File: config.mk
export PLATFORM = sky130hd
export DESIGN_NAME = mem_port_arbiter
export DESIGN_NICKNAME = d
export VERILOG_FILES = /design/src/rtl/mem_arb_pkg.sv /design/src/rtl/arb_req_latch.sv /design/src/rtl/mem_port_arbiter.sv
export SDC_FILE = /design/constraint.sdc
export NUM_CORES = 1
export LEC_CHECK = 0
export BUFFER_PORTS_ARGS = -buffer_cell sky130_fd_sc_hd__buf_2
export CORE_MARGIN = 3
export CORE_UTILIZATION = 49
export CTS_CLUSTER_DIAMETER = 30
export DETAILED_ROUTE_END_ITERATION = 16
export GPL_ROUTABILITY_DRIVEN = 0
export PLACE_DENSITY = 0.95
export SETUP_SLACK_MARGIN = 0.4
export SYNTH_ARGS = -nofsm -noshare
export SYNTH_HDL_FRONTEND = slang
export SYNTH_SLANG_ARGS = --single-unit
File: constraint.sdc
create_clock -name clock -period 4.45 [get_ports clock]
set_clock_uncertainty 0.2 [all_clocks]
set_input_delay 0.6675 -clock clock [delete_from_list [all_inputs] [get_ports clock]]
set_output_delay 0.6675 -clock clock [all_outputs]
set_load 0.1 [all_outputs]
File: src/rtl/mem_arb_pkg.sv
// Shared types and constants for the F/M memory port arbiter.
// Optional feature macro used by the arbiter: MEM_ARB_STARVE_GUARD_EN.
package mem_arb_pkg;

  typedef enum logic [1:0] {
    IDLE  = 2'd0,
    I_ACC = 2'd1,
    D_ACC = 2'd2
  } state_t;

  localparam logic REQ_I = 1'b0;
  localparam logic REQ_D = 1'b1;

  localparam logic MEM_RW_READ  = 1'b1;
  localparam logic MEM_RW_WRITE = 1'b0;

endpackage

File: src/rtl/arb_req_latch.sv
// Holds the address, store data, size and rw of the granted request so the
// memory port sees stable values for the whole access and afterwards.
module arb_req_latch
  import mem_arb_pkg::*;
(
  input  logic        clock,
  input  logic        reset_n,
  input  logic        load,
  input  logic        sel,
  input  logic [31:0] i_address,
  input  logic [1:0]  i_access_size,
  input  logic [31:0] d_address,
  input  logic [31:0] d_data_in,
  input  logic [1:0]  d_access_size,
  input  logic        d_rw,
  output logic [31:0] address,
  output logic [31:0] data,
  output logic [1:0]  access_size,
  output logic        rw
);

  // Fetches carry no store data, so data keeps whatever the last store left.
  always_ff @(posedge clock) begin
    if (!reset_n) begin
      address     <= '0;
      data        <= '0;
      access_size <= '0;
      rw          <= MEM_RW_READ;
    end else if (load) begin
      if (sel == REQ_D) begin
        address     <= d_address;
        data        <= d_data_in;
        access_size <= d_access_size;
        rw          <= d_rw;
      end else begin
        address     <= i_address;
        access_size <= i_access_size;
        rw          <= MEM_RW_READ;
      end
    end
  end

endmodule

File: src/rtl/mem_port_arbiter.sv
// Shares one fixed-latency memory port between fetch (F) and data (M) requesters.
// Define MEM_ARB_STARVE_GUARD_EN to bound fetch starvation; otherwise data has strict priority.
module mem_port_arbiter
  import mem_arb_pkg::*;
#(
  parameter int MEM_LATENCY  = 1,
  parameter int STARVE_LIMIT = 4
) (
  input  logic        clock,
  input  logic        reset_n,
  input  logic        i_req,
  input  logic [31:0] i_address,
  input  logic [1:0]  i_access_size,
  input  logic        d_req,
  input  logic [31:0] d_address,
  input  logic [31:0] d_data_in,
  input  logic [1:0]  d_access_size,
  input  logic        d_rw,
  output logic        i_done,
  output logic        d_done,
  output logic [31:0] i_rdata,
  output logic [31:0] d_rdata,
  output logic        i_stall,
  output logic        d_stall,
  output logic [31:0] mem_address,
  output logic [31:0] mem_data_in,
  output logic [1:0]  mem_access_size,
  output logic        mem_rw,
  output logic        mem_enable,
  input  logic [31:0] mem_data_out
);

  localparam int LAT_W = (MEM_LATENCY > 1) ? $clog2(MEM_LATENCY) : 1;
  localparam logic [LAT_W-1:0] LAT_INIT = LAT_W'(MEM_LATENCY - 1);

  // Handshake: a requester raises req and holds it (with stable operands) until
  // it sees its one-cycle done; req still high in the done cycle is a new request.
  state_t           state, state_next;
  logic [LAT_W-1:0] lat_cnt;
  logic             grant_i, grant_d, last_beat, fetch_forced;

`ifdef MEM_ARB_STARVE_GUARD_EN
  localparam int STARVE_W = $clog2(STARVE_LIMIT + 1);
  localparam logic [STARVE_W-1:0] STARVE_MAX = STARVE_W'(STARVE_LIMIT);
  logic [STARVE_W-1:0] starve_cnt;

  assign fetch_forced = i_req && (starve_cnt == STARVE_MAX);

  always_ff @(posedge clock) begin
    if (!reset_n) begin
      starve_cnt <= '0;
    end else if (grant_i) begin
      starve_cnt <= '0;
    end else if (grant_d && i_req && (starve_cnt != STARVE_MAX)) begin
      starve_cnt <= starve_cnt + STARVE_W'(1);
    end
  end
`else
  assign fetch_forced = 1'b0;
`endif

  always_comb begin
    state_next = state;
    grant_i    = 1'b0;
    grant_d    = 1'b0;
    last_beat  = (lat_cnt == '0);
    case (state)
      IDLE: begin
        if (d_req && !fetch_forced) begin
          grant_d    = 1'b1;
          state_next = D_ACC;
        end else if (i_req) begin
          grant_i    = 1'b1;
          state_next = I_ACC;
        end
      end
      I_ACC, D_ACC: begin
        if (last_beat) state_next = IDLE;
      end
      default: state_next = IDLE;
    endcase
  end

  always_ff @(posedge clock) begin
    if (!reset_n) begin
      state   <= IDLE;
      lat_cnt <= '0;
      i_done  <= 1'b0;
      d_done  <= 1'b0;
      i_rdata <= '0;
      d_rdata <= '0;
    end else begin
      state  <= state_next;
      i_done <= (state == I_ACC) && last_beat;
      d_done <= (state == D_ACC) && last_beat;
      if (grant_i || grant_d) begin
        lat_cnt <= LAT_INIT;
      end else if ((state != IDLE) && !last_beat) begin
        lat_cnt <= lat_cnt - LAT_W'(1);
      end
      if ((state == I_ACC) && last_beat) i_rdata <= mem_data_out;
      if ((state == D_ACC) && last_beat) d_rdata <= mem_data_out;
    end
  end

  arb_req_latch u_req_latch (
    .clock         (clock),
    .reset_n       (reset_n),
    .load          (grant_i || grant_d),
    .sel           (grant_d ? REQ_D : REQ_I),
    .i_address     (i_address),
    .i_access_size (i_access_size),
    .d_address     (d_address),
    .d_data_in     (d_data_in),
    .d_access_size (d_access_size),
    .d_rw          (d_rw),
    .address       (mem_address),
    .data          (mem_data_in),
    .access_size   (mem_access_size),
    .rw            (mem_rw)
  );

  assign mem_enable = (state == I_ACC) || (state == D_ACC);
  assign i_stall    = i_req & ~i_done;
  assign d_stall    = d_req & ~d_done;

endmodule

; Word level (Yosys, flattened, before mapping)
; Cells that the tools add are included.
[totals]
regBits = 136
out_inout_bits = 136
word_cells = 45
[classes]
addsub = 1
n_eq_ne = 4
mux = 13
bitwise_logic = 6
n_reduce_logical = 11
[ops]
columns = operator, count
row1 = 2-to-1 mux 32 bit, 1
row2 = 2-to-1 mux 2 bit, 4
row3 = 2-to-1 mux 1 bit, 7
row4 = NOT 1 bit, 4
row5 = one-hot mux 2 bit (2 select lines), 1
row6 = AND reduction 2 bit, 2
row7 = OR reduction 2 bit, 2
row8 = logical AND 1 bit, 3
row9 = "inequality test 3 bit, second input constant", 1
row10 = AND 1 bit, 2
row11 = "== test 2 x 1 -> 1 bit, second input constant", 1
row12 = "== test 2 bit, second input constant", 1
row13 = zero test 2 bit, 1
row14 = logical OR 1 bit, 2
row15 = "inequality test 2 bit, second input constant", 1
row16 = nonzero test 2 bit, 1
row17 = "subtractor 1 bit, second input constant", 1

; Depth between registers and ports, before layout
[depth]
depth_word = 5
depth_mapped = 8
mapped_depth_nobuf = 5

; Modules after synthesis
; A second synthesis with hierarchy kept.
[hier_totals]
hier_cells = 610
hier_area_um2 = 5532.8
[modules_own_cells]
columns = module, instances, cells_each, area_each_um2, seq_area_each_um2
row1 = arb_req_latch, 1, 301, 2924.1, 1341.3
row2 = mem_port_arbiter, 1, 309, 2608.8, 1381.3

; Worst setup path before layout
; Ideal clock, no wire load.
[synth_timing]
path_type = reg-to-output
start = reg d_done
end = out d_stall
t_arrival_ps = 2114
required_ps = 3582
path_slack_ps = 1469
stages_incl_launch_ff = 2
cell_sequence = dfxtp_1 nor2b_1
[synth_via]
elab_chain_len = 2
[synth_rtl]
columns = element, line_no
row1 = start: declaration, mem_port_arbiter.sv:20  ; output logic d_done,
row2 = start signal: assignment, mem_port_arbiter.sv:95  ; d_done <= (state == D_ACC) && last_beat;
row3 = NOT 1 bit, mem_port_arbiter.sv:125  ; assign d_stall = d_req & ~d_done;
row4 = AND 1 bit, mem_port_arbiter.sv:125
row5 = end: declaration, mem_port_arbiter.sv:24  ; output logic d_stall,
; Every way passes these cells.

; Worst setup path in the final report
[layout_timing]
start = reg state[0]
end = out mem_enable
[layout_via]
elab_chain_len = 2
word_cells_on_any_way = 3
classes_between = eq/ne (2) / reduce/logical (1)
[layout_rtl]
columns = element, line_no
row1 = start: declaration, mem_port_arbiter.sv:38  ; state_t state, state_next;
row2 = start signal: assignment, mem_port_arbiter.sv:93  ; state <= state_next;
row3 = == test 2 x 1 -> 1 bit or == test 2 bit (tied branches), mem_port_arbiter.sv:123  ; assign mem_enable = (state == I_ACC) || (state == D_ACC);
row4 = logical OR 1 bit (*), mem_port_arbiter.sv:123
row5 = end: declaration, mem_port_arbiter.sv:29  ; output logic mem_enable,
; Every way passes the cells marked *; elsewhere a longest branch is shown, timed or not.

==> metrics.csv <==
stage;metric;value;unit
logic_synthesis;syn_nets;777;
logic_synthesis;synth_top_area_share;49.4;%
setup_path;path_depth;3;
cts;clk_pin_slew;0.06;ns
setup_path;critPathCaptureType;output port;
logic_synthesis;syn-instance-count;636;
detailed_routing;drtIter0Drc;358;
cts;cts_htree_levels;4;
sta;final.min_clock_period;2.46;ns
setup_path;rr_endpoint;u_req_latch.data[29];
detailed_routing;viasPerCell;5.10;
outcome;status;finished clean;
pwr;p_leak;3.35;nW
setup_path;worstSetupPathType;reg2out;
global_route;grt_max_degree;119;
worst_hold_path;hp-start;u_req_latch.data[13];
finish;post-route-util;67.5;%
detailed_routing;final_antenna_net_count;0;
worst_hold_path;min_path_type;reg2reg;
logic_synthesis;ys_async_sr_fraction;0;%
job;drv_cap;0;
logic_synthesis;synth.avg_cell_area;8.66;sq um
die;rows;38;
sta;period_share;55.2;%
global_route;antenna_found_initial;0;
finish;nets;1024;
finish;mostFrequentLayoutCells;buf_2, nand2_1, dfxtp_1;
finish;syn2layout_area_growth;34.0;%
sta;worst_slew_pin_slew;1.06;ns
sta;setup_viol;0;
setup_path;worstPathRequired;3.58;ns
global_route;grt_remaining_overflow;0;
die;die-area;12600;sq um
logic_synthesis;synth-edff-count;0;
cts;post_cts_buffers;0;
setup_path;cp.arrival;1.59;ns
setup_path;r2r-start;state[0];
setup_path;r2r_slack;2.03;ns
global_route;grt_pass1_vias;5107;
cts;ctsHoldBuffers;0;
detailed_routing;wire_per_inst;14.8;microns
die;io_pins;273;
setup_path;cp.buffers_inverters;2;
logic_synthesis;synth_top_area_cell;dfxtp_1;
logic_synthesis;ys_warn_count;0;
logic_synthesis;synth_flop_cell;dfxtp_1;
die;initial_utilization;50.4;%
cts;cts_buffers;17;
sta;rsz0062_at_grt;false;
setup_path;reg2reg_depth;6;
sta;relSlewSlack;28.8;%
die;die_h;112;microns
sta;setup_tns;0;ns
logic_synthesis;synthTopCellsByArea;dfxtp_1, nand2_1, a21boi_0;
logic_synthesis;synth_area;5510;sq um
logic_synthesis;synth-seq-area-share;49.4;%
finish;antenna_cells;0;
sta;hold_viol_final;0;
detailed_routing;wl;15400;microns
detailed_routing;drt_first_pass_iters;5;
cts;clk_latency;0.40;ns
setup_path;worstSetupEndpoint;mem_enable;
setup_path;crit_chain;inv_1 > ha_1 > buf_2;
finish;final_common_cell;buf_2;
placement;port_buffers;272;
setup_path;cp_slowest_cell;buf_2;
cts;cts_tree;built;
placement;dp_hpwl;10700;microns
global_route;grt_pass1_wl;24300;microns
cts;ctsResizeCount;0;
global_route;grt_usage;23.6;%
setup_path;crit_fanout;4;
setup_path;start_kind;flop;
pwr;ir_drop;361;uV
logic_synthesis;synth_seq_cells;136;
die;design.core.area;10900;sq um
setup_path;crit_family;buffers and inverters;
finish;drive_gt1_share;39.6;%
logic_synthesis;ys_types;26;
setup_path;worstSetupStartpoint;state[0];
detailed_routing;remaining_drc_errors;0;
detailed_routing;num_vias;5283;
sta;maxSlewViolCount;0;
die;die_x;112;microns
cts;clock_sinks;136;
sta;fmaxAchievable;407;MHz
pwr;power_density;516;nW/um^2
cts;cts-root-buf;clkbuf_16;
setup_path;max_stage_delay;0.45;ns
cts;clockBufferDepth;2;
metrics by stage:
stage | hold slack, ns | total power, mW | cells | cell area [sq um] | setup WS [ns]
6_report | 0.251 | 3.81 | 1036 | 7380 | 1.99
5_1_grt | 0.269 | 3.93 | 1036 | 7380 | 1.86
4_1_cts | 0.251 | 3.83 | 1036 | 7380 | 1.97
3_5_place_dp | 0.243 | 2.39 | 1004 | 6770 | 1.90
3_3_place_gp | 0.238 | 2.37 | 1004 | 6770 | 1.94
2_1_floorplan | 0.281 | 2.21 | 636 | 5510 | 1.47
synth_stat cells (4+ instances only):
cell type	instances
a21boi_0	86
a21boi_1	10
a21oi_1	17
a21oi_2	40
buf_2	13
buf_4	14
buf_6	5
clkbuf_1	16
dfxtp_1	136
ha_1	4
nand2_1	221
nor2_1	8
nor2b_1	4
nor3_1	9
o21ai_0	28
o221ai_1	7
sequential cells by signal, summed over array words and instances (netlist names):
name and flops:
d_done 1, d_rdata 32, i_done 1, i_rdata 32
lat_cnt 1, state 2, u_req_latch.access_size 2, u_req_latch.address 32
u_req_latch.data 32, u_req_latch.rw 1
tightest hold or removal path, stage by stage, from the launching register on:
cell,delay (ns)
dfxtp_1,0.30
nand2_1,0.05
a21boi_1,0.05
logic make-up (layout without fill, tap and decap cells):
| group | Yosys count | in the layout | synth area share, % |
|---|---|---|---|
| adder cells (fa/ha/maj) | 4 | 4 | 0.908 |
| flip-flops | 136 | 136 | 49.4 |
| AND/OR/NAND/NOR | 253 | 253 | 18.3 |
| buffers and inverters | 53 | 313 | 6.43 |
| AO/OA/AOI/OAI | 190 | 190 | 24.9 |
final cells by class:
type | instances | area, sq um
clock buffer | 22 | 474
clock inverter | 10 | 143
fill | 843 | 3550
inverter | 2 | 7.51
multi-input combinational | 447 | 2440
sequential | 136 | 2720
tap | 140 | 175
timing repair buffer | 279 | 1420
power by group:
group	switching, mW	internal (mW)	leakage (nW)
sequential	0.0410	1.30	1.11
clock	0.513	0.929	0.289
combinational	0.835	0.187	1.95
total	1.39	2.42	3.35
per-layer routing:
layer | track usage (%) | routed length [microns] | vias up
met3 | 5.82 | 1130 | 28
met5 | 0 | 0 | -
met1 | 26.7 | 6110 | 2437
met4 | 9.94 | 382 | 0
li1 | - | - | 2589
met2 | 42.5 | 7750 | 229
worst min path at each step:
| stage | end | slack [ns] | cells past startpoint |
|---|---|---|---|
| floorplan | lat_cnt | 0.28 | 2 |
| global placement | u_req_latch.address[2] | 0.24 | 2 |
| detailed placement | u_req_latch.address[0] | 0.24 | 2 |
| CTS | u_req_latch.data[13] | 0.25 | 2 |
| global route | u_req_latch.address[27] | 0.27 | 2 |
| finish | u_req_latch.data[13] | 0.25 | 2 |
Power figures use the tool's default switching activity.
